### src/rtl/micro_seq_if.sv
// Programming bus for micro_seq: a single write strobe with table select, address and data.
interface micro_seq_if #(
  parameter int STATE_W = 4
);
  logic                 prog_we;
  logic [2:0]           prog_sel;
  logic [STATE_W-1:0]   prog_addr;
  logic [STATE_W+2:0]   prog_data;

  modport master (
    output prog_we,
    output prog_sel,
    output prog_addr,
    output prog_data
  );

  modport slave (
    input prog_we,
    input prog_sel,
    input prog_addr,
    input prog_data
  );
endinterface

### src/rtl/micro_seq.sv
// micro_seq: microcoded next-state sequencer with run-time writable microcode and dispatch tables.
// Optional MSEQ_EDGE_ADV_EN: any change of the synchronised holder input also advances the state.
module micro_seq #(
  parameter int STATE_W  = 4,
  parameter int IN_W     = 2,
  parameter int NUM_DTAB = 2,
  parameter int TICK_DIV = 100_000_000
) (
  input  logic                clk,
  input  logic                rst_n,
  input  logic [IN_W-1:0]     holder,
  input  logic                run,
  micro_seq_if.slave          prog,
  output logic [STATE_W-1:0]  state,
  output logic                step,
  output logic [31:0]         tick_cnt
);

  localparam int DEPTH  = 2 ** STATE_W;
  localparam int DDEPTH = 2 ** IN_W;
  localparam int WORD_W = STATE_W + 3;
  localparam logic [31:0] TICK_LAST = 32'(TICK_DIV - 1);

  typedef enum logic [2:0] {
    OP_SEQ  = 3'd0,
    OP_DISP = 3'd1,
    OP_JUMP = 3'd2,
    OP_HOLD = 3'd3,
    OP_ZERO = 3'd4
  } op_e;

  logic [WORD_W-1:0]  mrom_q [DEPTH];
  logic [WORD_W-1:0]  mrom_d [DEPTH];
  logic [STATE_W-1:0] dtab_q [NUM_DTAB][DDEPTH];
  logic [STATE_W-1:0] dtab_d [NUM_DTAB][DDEPTH];

  logic [STATE_W-1:0] state_q, state_d;
  logic               step_q, step_d;
  logic [31:0]        tick_cnt_q, tick_cnt_d;
  logic [IN_W-1:0]    sync1_q, sync1_d;
  logic [IN_W-1:0]    hs_q, hs_d;

  logic [WORD_W-1:0]  word;
  op_e                op;
  logic [STATE_W-1:0] arg;
  logic [STATE_W-1:0] disp_state;
  logic [STATE_W-1:0] next_state;
  logic               tick;
  logic               change;
  logic               advance;

`ifdef MSEQ_EDGE_ADV_EN
  logic [IN_W-1:0]    prev_hs_q, prev_hs_d;

  always_comb begin
    prev_hs_d = hs_q;
  end

  always_ff @(posedge clk or negedge rst_n) begin
    if (!rst_n) begin
      prev_hs_q <= '0;
    end else begin
      prev_hs_q <= prev_hs_d;
    end
  end

  assign change = (hs_q != prev_hs_q);
`else
  assign change = 1'b0;
`endif

  // Decode the current microcode word; an unimplemented dispatch table yields state 0.
  always_comb begin
    word       = mrom_q[state_q];
    op         = op_e'(word[WORD_W-1:STATE_W]);
    arg        = word[STATE_W-1:0];
    disp_state = '0;
    for (int k = 0; k < NUM_DTAB; k++) begin
      if (arg[1:0] == 2'(k)) begin
        disp_state = dtab_q[k][hs_q];
      end
    end
    case (op)
      OP_SEQ:  next_state = state_q + 1'b1;
      OP_DISP: next_state = disp_state;
      OP_JUMP: next_state = arg;
      OP_HOLD: next_state = state_q;
      default: next_state = '0;
    endcase
  end

  always_comb begin
    tick       = (tick_cnt_q == TICK_LAST);
    advance    = run & (tick | change);
    sync1_d    = holder;
    hs_d       = sync1_q;
    step_d     = advance;
    state_d    = advance ? next_state : state_q;
    tick_cnt_d = tick_cnt_q;
    if (run) begin
      tick_cnt_d = advance ? 32'd0 : tick_cnt_q + 32'd1;
    end
  end

  // Writes land at the edge, so an advance in the same cycle still reads the old word.
  always_comb begin
    mrom_d = mrom_q;
    dtab_d = dtab_q;
    if (prog.prog_we) begin
      if (prog.prog_sel == 3'd0) begin
        mrom_d[prog.prog_addr] = prog.prog_data;
      end
      for (int k = 0; k < NUM_DTAB; k++) begin
        if (prog.prog_sel == 3'(k + 1)) begin
          dtab_d[k][prog.prog_addr[IN_W-1:0]] = prog.prog_data[STATE_W-1:0];
        end
      end
    end
  end

  always_ff @(posedge clk or negedge rst_n) begin
    if (!rst_n) begin
      state_q    <= '0;
      step_q     <= 1'b0;
      tick_cnt_q <= '0;
      sync1_q    <= '0;
      hs_q       <= '0;
      for (int i = 0; i < DEPTH; i++) begin
        mrom_q[i] <= '0;
      end
      for (int k = 0; k < NUM_DTAB; k++) begin
        for (int j = 0; j < DDEPTH; j++) begin
          dtab_q[k][j] <= '0;
        end
      end
    end else begin
      state_q    <= state_d;
      step_q     <= step_d;
      tick_cnt_q <= tick_cnt_d;
      sync1_q    <= sync1_d;
      hs_q       <= hs_d;
      mrom_q     <= mrom_d;
      dtab_q     <= dtab_d;
    end
  end

  assign state    = state_q;
  assign step     = step_q;
  assign tick_cnt = tick_cnt_q;

endmodule
### src/flat_wrapper.sv
// flat-port wrapper written by rule: the top's interface ports become plain ports
module micro_seq_flat 
#(
  parameter int STATE_W  = 4,
  parameter int IN_W     = 2,
  parameter int NUM_DTAB = 2,
  parameter int TICK_DIV = 100_000_000
)
  (clk, rst_n, holder, run, state, step, tick_cnt, prog_prog_we, prog_prog_sel, prog_prog_addr, prog_prog_data);
  micro_seq_if #(.STATE_W(STATE_W)) prog_i ();
  input  logic clk;
  input  logic rst_n;
  input  logic [IN_W-1:0] holder;
  input  logic run;
  output logic [STATE_W-1:0] state;
  output logic step;
  output logic [31:0] tick_cnt;
  input wire logic [$bits(prog_i.prog_we)-1:0] prog_prog_we;
  input wire logic [$bits(prog_i.prog_sel)-1:0] prog_prog_sel;
  input wire logic [$bits(prog_i.prog_addr)-1:0] prog_prog_addr;
  input wire logic [$bits(prog_i.prog_data)-1:0] prog_prog_data;
  assign prog_i.prog_we = prog_prog_we;
  assign prog_i.prog_sel = prog_prog_sel;
  assign prog_i.prog_addr = prog_prog_addr;
  assign prog_i.prog_data = prog_prog_data;
  micro_seq #(.STATE_W(STATE_W), .IN_W(IN_W), .NUM_DTAB(NUM_DTAB), .TICK_DIV(TICK_DIV)) u_core (.clk(clk), .rst_n(rst_n), .holder(holder), .run(run), .prog(prog_i), .state(state), .step(step), .tick_cnt(tick_cnt));
endmodule
### config.mk
export PLATFORM = sky130hd
export DESIGN_NAME = micro_seq_flat
export DESIGN_NICKNAME = d
export VERILOG_FILES = /design/src/rtl/micro_seq_if.sv /design/src/rtl/micro_seq.sv /design/src/flat_wrapper.sv
export SDC_FILE = /design/constraint.sdc
export NUM_CORES = 1
export LEC_CHECK = 0
export BUFFER_PORTS_ARGS = -buffer_cell sky130_fd_sc_hd__buf_4
export CELL_PAD_IN_SITES_DETAIL_PLACEMENT = 0
export CELL_PAD_IN_SITES_GLOBAL_PLACEMENT = 2
export CORE_UTILIZATION = 30
export DETAILED_ROUTE_END_ITERATION = 10
export PLACE_DENSITY = 0.63
export SYNTH_ARGS = -nofsm -noshare
export SYNTH_HDL_FRONTEND = slang
export SYNTH_SLANG_ARGS = --single-unit
### constraint.sdc
create_clock -name clk -period 4.4 [get_ports clk]
set_input_delay 0.44 -clock clk [delete_from_list [all_inputs] [get_ports clk]]
set_output_delay 0.44 -clock clk [all_outputs]
set_load 0.1 [all_outputs]
### Word level (Yosys, flattened, before mapping)

Cells that the tools add are included.

* flip-flop bits (word level): 185
* bits of input ports: 20
* output and inout port bits: 37
* word-level logic and storage cells: 79

* add/subtract/negate cells: 2
* order comparisons: 6
* equal/unequal tests: 7
* mux-type cells: 20
* bitwise logic cells: 6
* reduce and logical (&&, ||, !) cells: 9

Operator list (count)
* 112-bit bitwise mux: 1
* 32-bit by 1-bit adder with 32-bit output, second input constant: 1
* 16-bit bitwise mux: 2
* 32-bit by 27-bit equality test with 1-bit output, second input constant: 1
* 32-bit two-way mux: 1
* 7-bit binary-select mux with 4-bit select: 1
* 7-bit demux with 4-bit select: 1
* 4-bit two-way mux: 7
* 7-bit two-way mux: 3
* 4-bit binary-select mux with 2-bit select: 2
* 4-bit case mux with 4 select lines: 1
* 5-bit >= comparator, second input constant: 2
* 4-bit inverter with 5-bit output: 2
* 3-bit by 2-bit equality test with 1-bit output, second input constant: 3
* 4-bit demux with 2-bit select: 1
* 2-bit AND reduction: 4
* 3-bit by 1-bit equality test with 1-bit output, second input constant: 2
* 3-bit >= comparator, second input constant: 2
* 3-bit zero test: 2
* 2-bit inverter with 3-bit output: 2
* 5-bit by 1-bit less-than comparator with 1-bit output, second input constant: 1
* 4-bit by 1-bit adder with 4-bit output, second input constant: 1
* 3-bit by 1-bit less-than comparator with 1-bit output, second input constant: 1
* 2-bit by 1-bit equality test with 1-bit output, second input constant: 1
* other kinds (4): 5

### Longest topological paths before layout

Gate-level depths: netlist of run 1.

* depth after elaboration: 8
* depth in mapped cells: 9
* gate-level depth less buffers: 7

### Worst setup path after synthesis of run 1

No wires, ideal clock.

* path type: reg2reg
* start point: register u_core.state_q[0] (netlist: u_core.state[0])
* end point: register u_core.state_q[1] (netlist: u_core.state[1])
* library setup time: 0.087 ns
* arrival: 2.648 ns
* data required time: 4.313 ns
* path slack: 1.665 ns
* cell stages (with the launch flop): 10
* path buffers: 3
* clock period less this slack: 2.735 ns
* cells stage by stage: dfrtp_1 buf_6 buf_6 buf_6 mux4_2 nand3_1 nand3_1 nor3_1 nand3_1 o211ai_1

* cells in the longest elaborated chain, start to end: 8
* elaborated cells between the ends (all ways): 16
* classes of those cells: add/sub (1); eq/ne (4); mux (6); bitwise (2); reduce/logical (3)

Ends and longest elaborated chain
* start, declared: line micro_seq.sv:37 `logic [STATE_W-1:0] state_q, state_d;`
* start signal, assigned: line micro_seq.sv:137 `state_q <= state_d;`
* 4-bit inverter with 5-bit output (not written as such): line micro_seq.sv:74 `word = mrom_q[state_q];`
* 7-bit binary-select mux with 4-bit select: line micro_seq.sv:74
* 7-bit two-way mux (not written as such) (2 in series): line micro_seq.sv:74
* 2-bit zero test: line micro_seq.sv:79 `if (arg[1:0] == 2'(k)) begin`
* 4-bit two-way mux (2 in series): line micro_seq.sv:79
* 4-bit case mux with 4 select lines: line micro_seq.sv:83 `case (op)`

Several ways; a longest one is shown, not always the timed one. The select of a mux whose other input is x is not followed.
A chain may end at the register's enable or synchronous reset.

### Final worst setup path of run 1

Same ends and word-level chain as after synthesis.

==> results of run 1 <==
==> worst paths after layout <==
path	from	to	slack, ps	cells after the start
max	u_core.state[0]$_DFFE_PN0P_	u_core.state[1]$_DFFE_PN0P_	1520	6
min	holder[0]	u_core.hs_d[0]$_DFF_PN0_	100	1
max reg2reg	u_core.state[0]$_DFFE_PN0P_	u_core.state[1]$_DFFE_PN0P_	1520	6
min reg2reg	u_core.hs_d[0]$_DFF_PN0_	u_core.hs_q[0]$_DFF_PN0_	360	0
max in group asynchronous	rst_n	u_core.dtab_q[19]$_DFFE_PN0P_	3260	2
min in group asynchronous	rst_n	u_core.mrom_q[69]$_DFFE_PN0P_	150	1
==> routing by layer <==
metal  vias to the layer above  routed length [µm]
li1                       2325                   -
met1                      2734                9960
met2                        96                9960
met3                        15                 601
met4                         0                 202
met5                         -                   0
==> power by group <==
| part | total, mW | internal, mW | switching, mW |
|---|---|---|---|
| registers | 1.99 | 1.87 | 0.117 |
| clock network | 1.56 | 0.779 | 0.777 |
| logic | 0.643 | 0.255 | 0.388 |
==> final cells by class <==
cell class,count,area [µm²],area share
inverter,4,15.0,0.00150
multi-input combinational,392,3790,0.379
clock inverter,15,190,0.0190
tap,378,473,0.0473
timing repair buffer,60,469,0.0470
sequential,185,4630,0.464
clock buffer,17,425,0.0426
==> cells in the final DEF, fill, tap and decap left out, types with 3 or more instances in the layout <==
| cell type | netlist | routed |
|---|---|---|
| clkinv_8 | 0 | 5 |
| nand2_1 | 39 | 39 |
| and3_1 | 7 | 7 |
| inv_8 | 0 | 4 |
| xnor2_1 | 12 | 12 |
| nor4b_1 | 3 | 3 |
| buf_4 | 3 | 58 |
| inv_1 | 4 | 4 |
| mux2_2 | 146 | 146 |
| a211oi_1 | 3 | 3 |
| o211ai_1 | 3 | 3 |
| nand3_1 | 25 | 25 |
| a21oi_1 | 3 | 3 |
| dfrtp_1 | 185 | 184 |
| mux4_2 | 37 | 37 |
| nor2_1 | 26 | 26 |
| mux2i_1 | 7 | 7 |
| xor2_1 | 19 | 19 |
| and2_1 | 3 | 3 |
| nand4_1 | 9 | 9 |
| clkbuf_16 | 0 | 17 |
| nand2b_1 | 5 | 5 |
| nor2b_1 | 14 | 14 |
| nor3b_1 | 4 | 4 |
| clkinv_4 | 0 | 3 |
| nor3_1 | 3 | 3 |
==> flip-flops by register name, indices dropped and copies added (netlist names) <==
register / count
u_core.state: 4
u_core.tick_cnt: 32
u_core.dtab_q: 32
u_core.mrom_q: 112
u_core.step: 1
u_core.hs_q: 2
u_core.hs_d: 2
==> kinds of logic (layout without fill, tap and decap cells) <==
group | Yosys count | count (layout)
buffers and inverters | 40 | 96
and+or+nand+nor | 149 | 149
muxes | 190 | 190
xor gates and xnor gates | 31 | 31
adders and majority gates | 2 | 2
AOI/OAI and AO/OA | 20 | 20
DFF | 185 | 185
==> results.md, run 1 <==
- Outcome: finished, final reports clean
- Initial antenna violation count: 0
- Synth Instances: 617
- Final hold violation count: 0
- Global-route wire length before repair: 32.1 mm
- Number of max-cap violations: 0
- Xor/xnor cell area share of the yosys netlist: 0.0315
- Cell breakdown of the critical path: mux4_2 > o22ai_1 > a21oi_1 > nor3_1 > nand3_1 > o211ai_1
- Die Area: 29,400 µm²
- Synth top area cells: dfrtp_1 54%, mux2_2 19%, mux4_2 9.7%, xor2_1 1.9%, nand2_1 1.7%
- Peak VDD IR: 0.212 mV
- Overall routed net length: 20.7 mm
- Standard-cell row count: 61
- Final critical-path required period: 2880 ps
- Worst setup slack before clock tree synthesis: 1480 ps
- Compound-gate portion of the synthesized area: 0.0177
- Post-Synthesis Mean Instance Area: 14.0 µm²
- Clock Skews: 17.0 ps
- Clock tree from TritonCTS: done
- Number of slew-limit violations in the final report: 0
- Via count of the first global-routing pass: 5,425
- Worst Path Buf+Inv: 0
- I/O pins: 57
- Area share of the largest cell type after synthesis: 0.537
- Post-synth EDFFs: 0
- Final instance area: 9990 µm²
- Inserted Clock Buffers: 17
- Setup TNS Final: 0 ps
- Unrepaired setup endpoints after global routing: false
- Clk pin slew, worst setup/hold paths: 80 ps
- Area of the placeable core: 28,000 µm²
- Async set-or-reset flop fraction in the synthesized netlist: 1.00
- Largest area contributor in the netlist: dfrtp_1
- Finish-stage setup viols: 0
- Global routing usage on met1: 0.205
- Largest family of logic cells by synthesized area: multiplexers
- Highest achievable clock rate: 348 MHz
- Required time of the worst setup path: 4740 ps
- Via count of the routed design: 5,170
- Post-Syn Area: 8610 µm²
- Post-route insts no fill: 1,051
- Largest net degree at the start of global routing: 118
- Post-DP Area: 9370 µm²
- Area added between synthesis and finish: 16.0%
- CP Class: reg2reg
- Antenna diode count: 0
- Number of remaining DRC errors: 0
- Remaining global-route overflow: 0
- Distinct cells, synth: 44
- DR pass1 iterations: 5
- Most frequent cells after synthesis: 185 x dfrtp_1, 146 x mux2_2, 39 x nand2_1
- # nets final: 682
- Final standard cell utilization of the core: 0.357
- Maximum fanout encountered on the critical timing path: 30
- Initial core utilization: 0.307
- Warnings, synthesis: 0
- Met2 Use GR: 0.241
- GRT Util Overall: 0.149
- X dimension of the die: 171 µm
- Final antenna-violating net count: 0
- Data arrival at the endpoint of the critical path: 3210 ps
- Post-synthesis share of cell area spent on and, or, nand and nor gates: 0.0917
- Drt first-iter violations: 293
- Number of nets produced by synthesis: 639
- Synth Flop Type: dfrtp_1
- Final clock period utilization by the worst path: 0.654
- Pwr per Cell Area: 419 nW/µm²
- Largest delay contributor family on the critical path: flip-flops
- Clock H-tree levels: 4
- Path class of the lowest-slack min-delay path: in2reg
- Final HPWL DP: 14.0 mm
- TritonCTS Sinks: 185
- Busiest grt layer: met2
- Headroom to the max-slew limit: 0.318
- WL per Instance: 19.7 µm
- Crit-path max cell delay: 1030 ps
- Layout cell share with drive strength beyond 1: 0.423
- Slowest cell on the critical path: dfrtp_2
- Clock latency reported for the late side of the worst-skew pair: 440 ps
- Design Power: 4.19 mW
- Most numerous cell in the Yosys netlist: dfrtp_1
- Startpoint Class: register
- FF+latch count, synth: 185
- Mux share of post-synthesis cell area: 0.296
- Transition time of the tightest slew-check pin: 1020 ps
- P_leak: 4.54 nW
- Global Route met3 Usage: 0.0281
- Worst hold slack after final layout: 102 ps
- Maximum buffer depth of the clock tree: 2
- Fraction of the yosys area taken by sequential cells: 0.537
- Instance count after placement with tap cells included: 1,019
- Via count normalized by instance count: 4.92
- Cts hold-fix bufs: 0
- Slack of the critical path: 1520 ps
- Worst Setup End Kind: register
- Die span in y: 171 µm
- Adder-cell area share of the yosys netlist: 0.00291
- Clock tree root buffer cell: clkbuf_16
- Buffers added on ports: 56
- Post-CTS Repair Setup Buffers: 0
- Count of fill cells added during filler insertion: 2,687
- Weighted congestion at the end of routability-driven global placement: 0.800
- CTS-repair resized insts: 0
No activity file was read; power rests on OpenSTA's default activity.
==> run 2, diff against run 1 <==
--- a/config.mk
+++ b/config.mk
@@ -10,7 +10,7 @@
 export CELL_PAD_IN_SITES_GLOBAL_PLACEMENT = 2
 export CORE_UTILIZATION = 30
 export DETAILED_ROUTE_END_ITERATION = 10
-export PLACE_DENSITY = 0.63
+export PLACE_DENSITY = 0.65
 export SYNTH_ARGS = -nofsm -noshare
 export SYNTH_HDL_FRONTEND = slang
 export SYNTH_SLANG_ARGS = --single-unit
==> constraint.sdc (replaced) <==
create_clock -name clk -period 2.48 [get_ports clk]
set_input_delay 0.248 -clock clk [delete_from_list [all_inputs] [get_ports clk]]
set_output_delay 0.248 -clock clk [all_outputs]
set_load 0.1 [all_outputs]
==> results.md, run 2 (same netlist as run 1, synthesis figures left out) <==
- Proportion of total power due to net switching: 0.286
- GRT Util Overall: 0.153
- Count of fill cells added during filler insertion: 2,700
- Maximum fanout encountered on the critical timing path: 15
- Largest net degree at the start of global routing: 55
- Number of remaining DRC errors: 0
- Final hold violation count: 0
- Switching power of the nets: 2.10 mW
- DR pass1 iterations: 4
- Worst setup slack before clock tree synthesis: 168 ps
- Unrepaired setup endpoints after global routing: false
- WL per Instance: 19.2 µm
- Sequential cell area: 4650 µm²
- P_leak: 4.63 nW
- Portion of total power attributed to sequential cells: 0.484
- Setup TNS Final: 0 ps
- Cell breakdown of the critical path: buf_12 > buf_4 > mux4_2 > nand3_1 > nand3_1 > nor3_1 > nand3_1 > o211ai_1
- Remaining global-route overflow: 0
- CP Class: reg2reg
- Initial antenna violation count: 0
- Inserted Clock Buffers: 17
- Met2 Use GR: 0.242
- Number of max-cap violations: 0
- Weighted congestion at the end of routability-driven global placement: 0.819
- Maximum buffer depth of the clock tree: 2
- Overall routed net length: 20.6 mm
- Most used cells in the layout excluding fill and tap cells: 168 x dfrtp_1, 146 x mux2_2, 76 x buf_4
- Slowest cell on the critical path: dfrtp_4
- Clock Skews: 12.2 ps
- Area of the placeable core: 28,000 µm²
- Cell seen most often among critical-path stages: nand3_1
- Internal power: 5.23 mW
- Final instance area: 10,200 µm²
- Global Route met3 Usage: 0.0301
- Area added between synthesis and finish: 18.2%
- Final critical-path required period: 2270 ps
- Largest register by flop count: u_core.mrom_q
- Number of slew-limit violations in the final report: 0
- Finish-stage setup viols: 0
- Worst Setup End Kind: register
- Combinational cell fraction of total power: 0.160
- Outcome: finished, final reports clean
- Buffers added on ports: 56
- Max reg flops: 112
- Crit-path max cell delay: 570 ps
- Via count of the first global-routing pass: 5,740
- Initial core utilization: 0.307
- # nets final: 706
- Design Power: 7.33 mW
- Peak VDD IR: 0.431 mV
- Path class of the lowest-slack min-delay path: in2reg
- TritonCTS Sinks: 185
- Largest delay contributor family on the critical path: flip-flops
- Antenna diode count: 0
- Clock latency reported for the late side of the worst-skew pair: 430 ps
- Transition time of the tightest slew-check pin: 585 ps
- Clock power share: 0.356
- Die span in y: 171 µm
- Clk pin slew, worst setup/hold paths: 70 ps
- Clock tree root buffer cell: clkbuf_16
- Post-CTS Repair Setup Buffers: 0
- Global-route wire length before repair: 33.4 mm
- I/O pins: 57
- Final clock period utilization by the worst path: 0.914
- Pwr per Cell Area: 720 nW/µm²
- Data arrival at the endpoint of the critical path: 2600 ps
- Post-DP Area: 9590 µm²
- Worst Path Buf+Inv: 2
- Clock H-tree levels: 4
- Final antenna-violating net count: 0
- Most common cell after layout, fill and taps aside: dfrtp_1
- Final HPWL DP: 14.4 mm
- Clock tree from TritonCTS: done
- Busiest grt layer: met2
- Via count of the routed design: 5,244
- Via count normalized by instance count: 4.88
- Standard-cell row count: 61
- Startpoint Class: register
- Required time of the worst setup path: 2810 ps
- Area occupied by multi-input gates: 3790 µm²
- Headroom to the max-slew limit: 0.607
- Drt first-iter violations: 291
- Global routing usage on met1: 0.211
- Highest achievable clock rate: 441 MHz
- Slack of the critical path: 213 ps
- Layout cell share with drive strength beyond 1: 0.461
- Die Area: 29,400 µm²
- X dimension of the die: 171 µm
## run 2: changes by cell type in the layout (fill, tap and decap cells not counted), moves of 4 or more
cell,delta
inv_8,-4
buf_4,+18
dfrtp_1,-16
inv_6,+4
clkinv_8,-5
dfrtp_2,+15
## run 2: routing by layer
metal | vias up | part of all wire
li1 | 2380 | -
met1 | 2766 | 0.47
met2 | 85 | 0.48
met3 | 13 | 0.040
met4 | 0 | 0.010
met5 | - | 0
## run 2: final cells by class
class | count | share of cell area
tap | 378 | 0.0465
clock buffer | 19 | 0.0435
multi-input combinational | 392 | 0.372
clock inverter | 13 | 0.0117
timing repair buffer | 84 | 0.0680
inverter | 4 | 0.00147
sequential | 185 | 0.457
## run 2: timing repair
item | CTS | global route
hold endpoints to repair | 53 | 0
hold buffers | 3 | 0
resized for setup | 0 | 1
setup endpoints to repair | 0 | 4
## run 2: power groups by stage
stage	Clock (mW)	Combinational [mW]	Sequential (mW)
6_report	2.61	1.17	3.55
4_1_cts	2.71	1.19	3.55
3_3_place_gp	0	1.15	3.59
2_1_floorplan	0	0.504	3.88
3_5_place_dp	0	1.18	3.61
5_1_grt	2.83	1.26	3.60
## run 2: worst paths after layout
check | cells after the start | slack, ps | from | to
hold / removal | 2 | 80 | run | u_core.tick_cnt[1]$_DFFE_PN0P_
min in group asynchronous | 2 | 370 | rst_n | u_core.mrom_q[111]$_DFFE_PN0P_
setup / recovery | 8 | 210 | u_core.state[0]$_DFFE_PN0P_ | u_core.state[3]$_DFFE_PN0P_
max in group asynchronous | 3 | 1440 | rst_n | u_core.state[0]$_DFFE_PN0P_
setup reg to reg | 8 | 210 | u_core.state[0]$_DFFE_PN0P_ | u_core.state[3]$_DFFE_PN0P_
hold reg to reg | 0 | 350 | u_core.hs_d[0]$_DFF_PN0_ | u_core.hs_q[0]$_DFF_PN0_
## run 2: stage by stage
stage	utilization	hold slack, ps	std cells
2_1_floorplan	-	-47.6	617
3_3_place_gp	0.342	262	1040
3_5_place_dp	0.342	267	1040
4_1_cts	0.363	61.6	1075
5_1_grt	0.363	78.7	1075
6_report	0.363	84.1	1075
## run 2: worst reg2reg max path: cells and delay by family (launching register included)
| kind | cells | cell delay (ps) |
|---|---|---|
| AOI/OAI and AO/OA | 1 | 230 |
| buffers and inverters | 2 | 380 |
| and+or+nand+nor | 4 | 500 |
| muxes | 1 | 500 |
| DFF | 1 | 570 |
==> run 3, diff against run 2 <==
--- a/config.mk
+++ b/config.mk
@@ -10,7 +10,7 @@
 export CELL_PAD_IN_SITES_GLOBAL_PLACEMENT = 2
 export CORE_UTILIZATION = 30
 export DETAILED_ROUTE_END_ITERATION = 10
-export PLACE_DENSITY = 0.65
+export PLACE_DENSITY = 0.63
 export SYNTH_ARGS = -nofsm -noshare
 export SYNTH_HDL_FRONTEND = slang
 export SYNTH_SLANG_ARGS = --single-unit
==> constraint.sdc (replaced) <==
create_clock -name clk -period 2.9 [get_ports clk]
set_input_delay 0.29 -clock clk [delete_from_list [all_inputs] [get_ports clk]]
set_output_delay 0.29 -clock clk [all_outputs]
set_load 0.1 [all_outputs]
==> results.md, run 3 (same netlist as run 1, synthesis figures left out) <==
- Area of the placeable core: 28,000 µm²
- Clock tree from TritonCTS: done
- Transition time of the tightest slew-check pin: 735 ps
- Most used cells in the layout excluding fill and tap cells: 184 x dfrtp_1, 146 x mux2_2, 73 x buf_4
- Max reg flops: 112
- Unrepaired setup endpoints after global routing: false
- Origin of the critical flop-to-flop path: u_core.tick_cnt[1]$_DFFE_PN0P_
- Number of slew-limit violations in the final report: 0
- Reg2reg setup slack: 430 ps
- WL per Instance: 19.7 µm
- # nets final: 700
- Worst setup slack before clock tree synthesis: 425 ps
- Worst Path Buf+Inv: 1
- Final hold violation count: 0
- Worst Setup End Kind: register
- Via count normalized by instance count: 4.93
- CP Class: reg2reg
- Startpoint Class: register
- Area added between synthesis and finish: 17.5%
- Clock latency reported for the late side of the worst-skew pair: 430 ps
- Largest register by flop count: u_core.mrom_q
- Global-route wire length before repair: 33.7 mm
- Overall routed net length: 21.1 mm
- Setup TNS Final: 0 ps
- Endpoint with the worst hold slack: u_core.tick_cnt[1]$_DFFE_PN0P_
- Maximum buffer depth of the clock tree: 2
- Peak VDD IR: 0.342 mV
- I/O pins: 57
- Final critical-path required period: 2470 ps
- Highest achievable clock rate: 405 MHz
- TritonCTS Sinks: 185
- Layout cell share with drive strength beyond 1: 0.434
- Buffers added on ports: 56
- Final clock period utilization by the worst path: 0.851
- Remaining global-route overflow: 0
- Crit-path max cell delay: 500 ps
- Required time of the worst setup path: 3260 ps
- Final HPWL DP: 14.9 mm
- Design Power: 6.42 mW
- Clk pin slew, worst setup/hold paths: 70 ps
- Initial antenna violation count: 0
- Finish-stage setup viols: 0
- Reg2reg path depth: 8
- Standard-cell row count: 61
- Via count of the first global-routing pass: 5,634
- Worst r2r dst: u_core.state[3]$_DFFE_PN0P_
- X dimension of the die: 171 µm
- Clock Skews: 12.9 ps
- Hold Path Depth: 2
- Most common cell after layout, fill and taps aside: dfrtp_1
- Headroom to the max-slew limit: 0.506
- Clock tree root buffer cell: clkbuf_16
- Cell breakdown of the critical path: ha_1 > nor4b_1 > nand4_1 > nor4_4 > buf_4 > nand3_2 > a211o_1 > o211ai_1
- Number of max-cap violations: 0
- Die span in y: 171 µm
- GRT Util Overall: 0.156
- Slowest cell on the critical path: dfrtp_1
- Via count of the routed design: 5,274
- Final antenna-violating net count: 0
- Largest net degree at the start of global routing: 79
- Pwr per Cell Area: 634 nW/µm²
- Path class of the lowest-slack min-delay path: in2reg
- Worst Min Path Start: run
- DR pass1 iterations: 4
- Antenna diode count: 0
- Slack of the critical path: 431 ps
- Outcome: finished, final reports clean
- Clock H-tree levels: 4
- Post-CTS Repair Setup Buffers: 0
- Post-DP Area: 9490 µm²
- Data arrival at the endpoint of the critical path: 2820 ps
- Die Area: 29,400 µm²
- Initial core utilization: 0.307
- Drt first-iter violations: 262
- CTS-repair resized insts: 0
- P_leak: 4.62 nW
- Final instance area: 10,100 µm²
- Largest delay contributor family on the critical path: simple AND/OR/NAND/NOR gates
- Number of remaining DRC errors: 0
- Weighted congestion at the end of routability-driven global placement: 0.804
- Final standard cell utilization of the core: 0.361
- Inserted Clock Buffers: 17
- Maximum fanout encountered on the critical timing path: 17
[run 3: final cells by class]
type	count	area, µm²
well taps	378	473
repair buffers	78	612
inverters	4	15.0
clock buffers	17	425
flip-flops and latches	185	4630
fillers	2708	17900
clock inverters	15	180
multi-input cells	392	3790
[run 3: worst max path at each step]
stage               depth (start not counted)                           to                      startpoint
detailed placement                          8  u_core.state[3]$_DFFE_PN0P_  u_core.tick_cnt[1]$_DFFE_PN0P_
global route                                8  u_core.state[3]$_DFFE_PN0P_  u_core.tick_cnt[1]$_DFFE_PN0P_
finish                                      8  u_core.state[3]$_DFFE_PN0P_  u_core.tick_cnt[1]$_DFFE_PN0P_
global placement                            8  u_core.state[3]$_DFFE_PN0P_  u_core.tick_cnt[0]$_DFFE_PN0P_
CTS                                         8  u_core.state[3]$_DFFE_PN0P_  u_core.tick_cnt[1]$_DFFE_PN0P_
floorplan                                   9  u_core.state[1]$_DFFE_PN0P_     u_core.state[0]$_DFFE_PN0P_
[run 3: per-layer routing]
layer	GRT usage	routed length (µm)	vias up
li1	-	-	2374
met1	0.212	10100	2783
met2	0.252	10100	99
met3	0.0318	652	18
met4	0.0411	255	0
met5	0	0	-
[run 3: power by group]
part / internal, mW / switching (mW) / total (mW)
sequential: 2.84 / 0.190 / 3.03
clock: 1.31 / 1.10 / 2.40
combinational: 0.393 / 0.592 / 0.985
[run 3: stage by stage]
stage | std cells | hold WS, ps
2_1_floorplan | 617 | -5.59
3_3_place_gp | 1034 | 334
3_5_place_dp | 1034 | 335
4_1_cts | 1069 | 92.6
5_1_grt | 1069 | 98.8
6_report | 1069 | 113
[run 3: timing repair]
item / in CTS / in global routing
setup endpoints to repair: 0 / 0
hold buffers: 3 / 0
endpoints found under the hold margin: 77 / 0
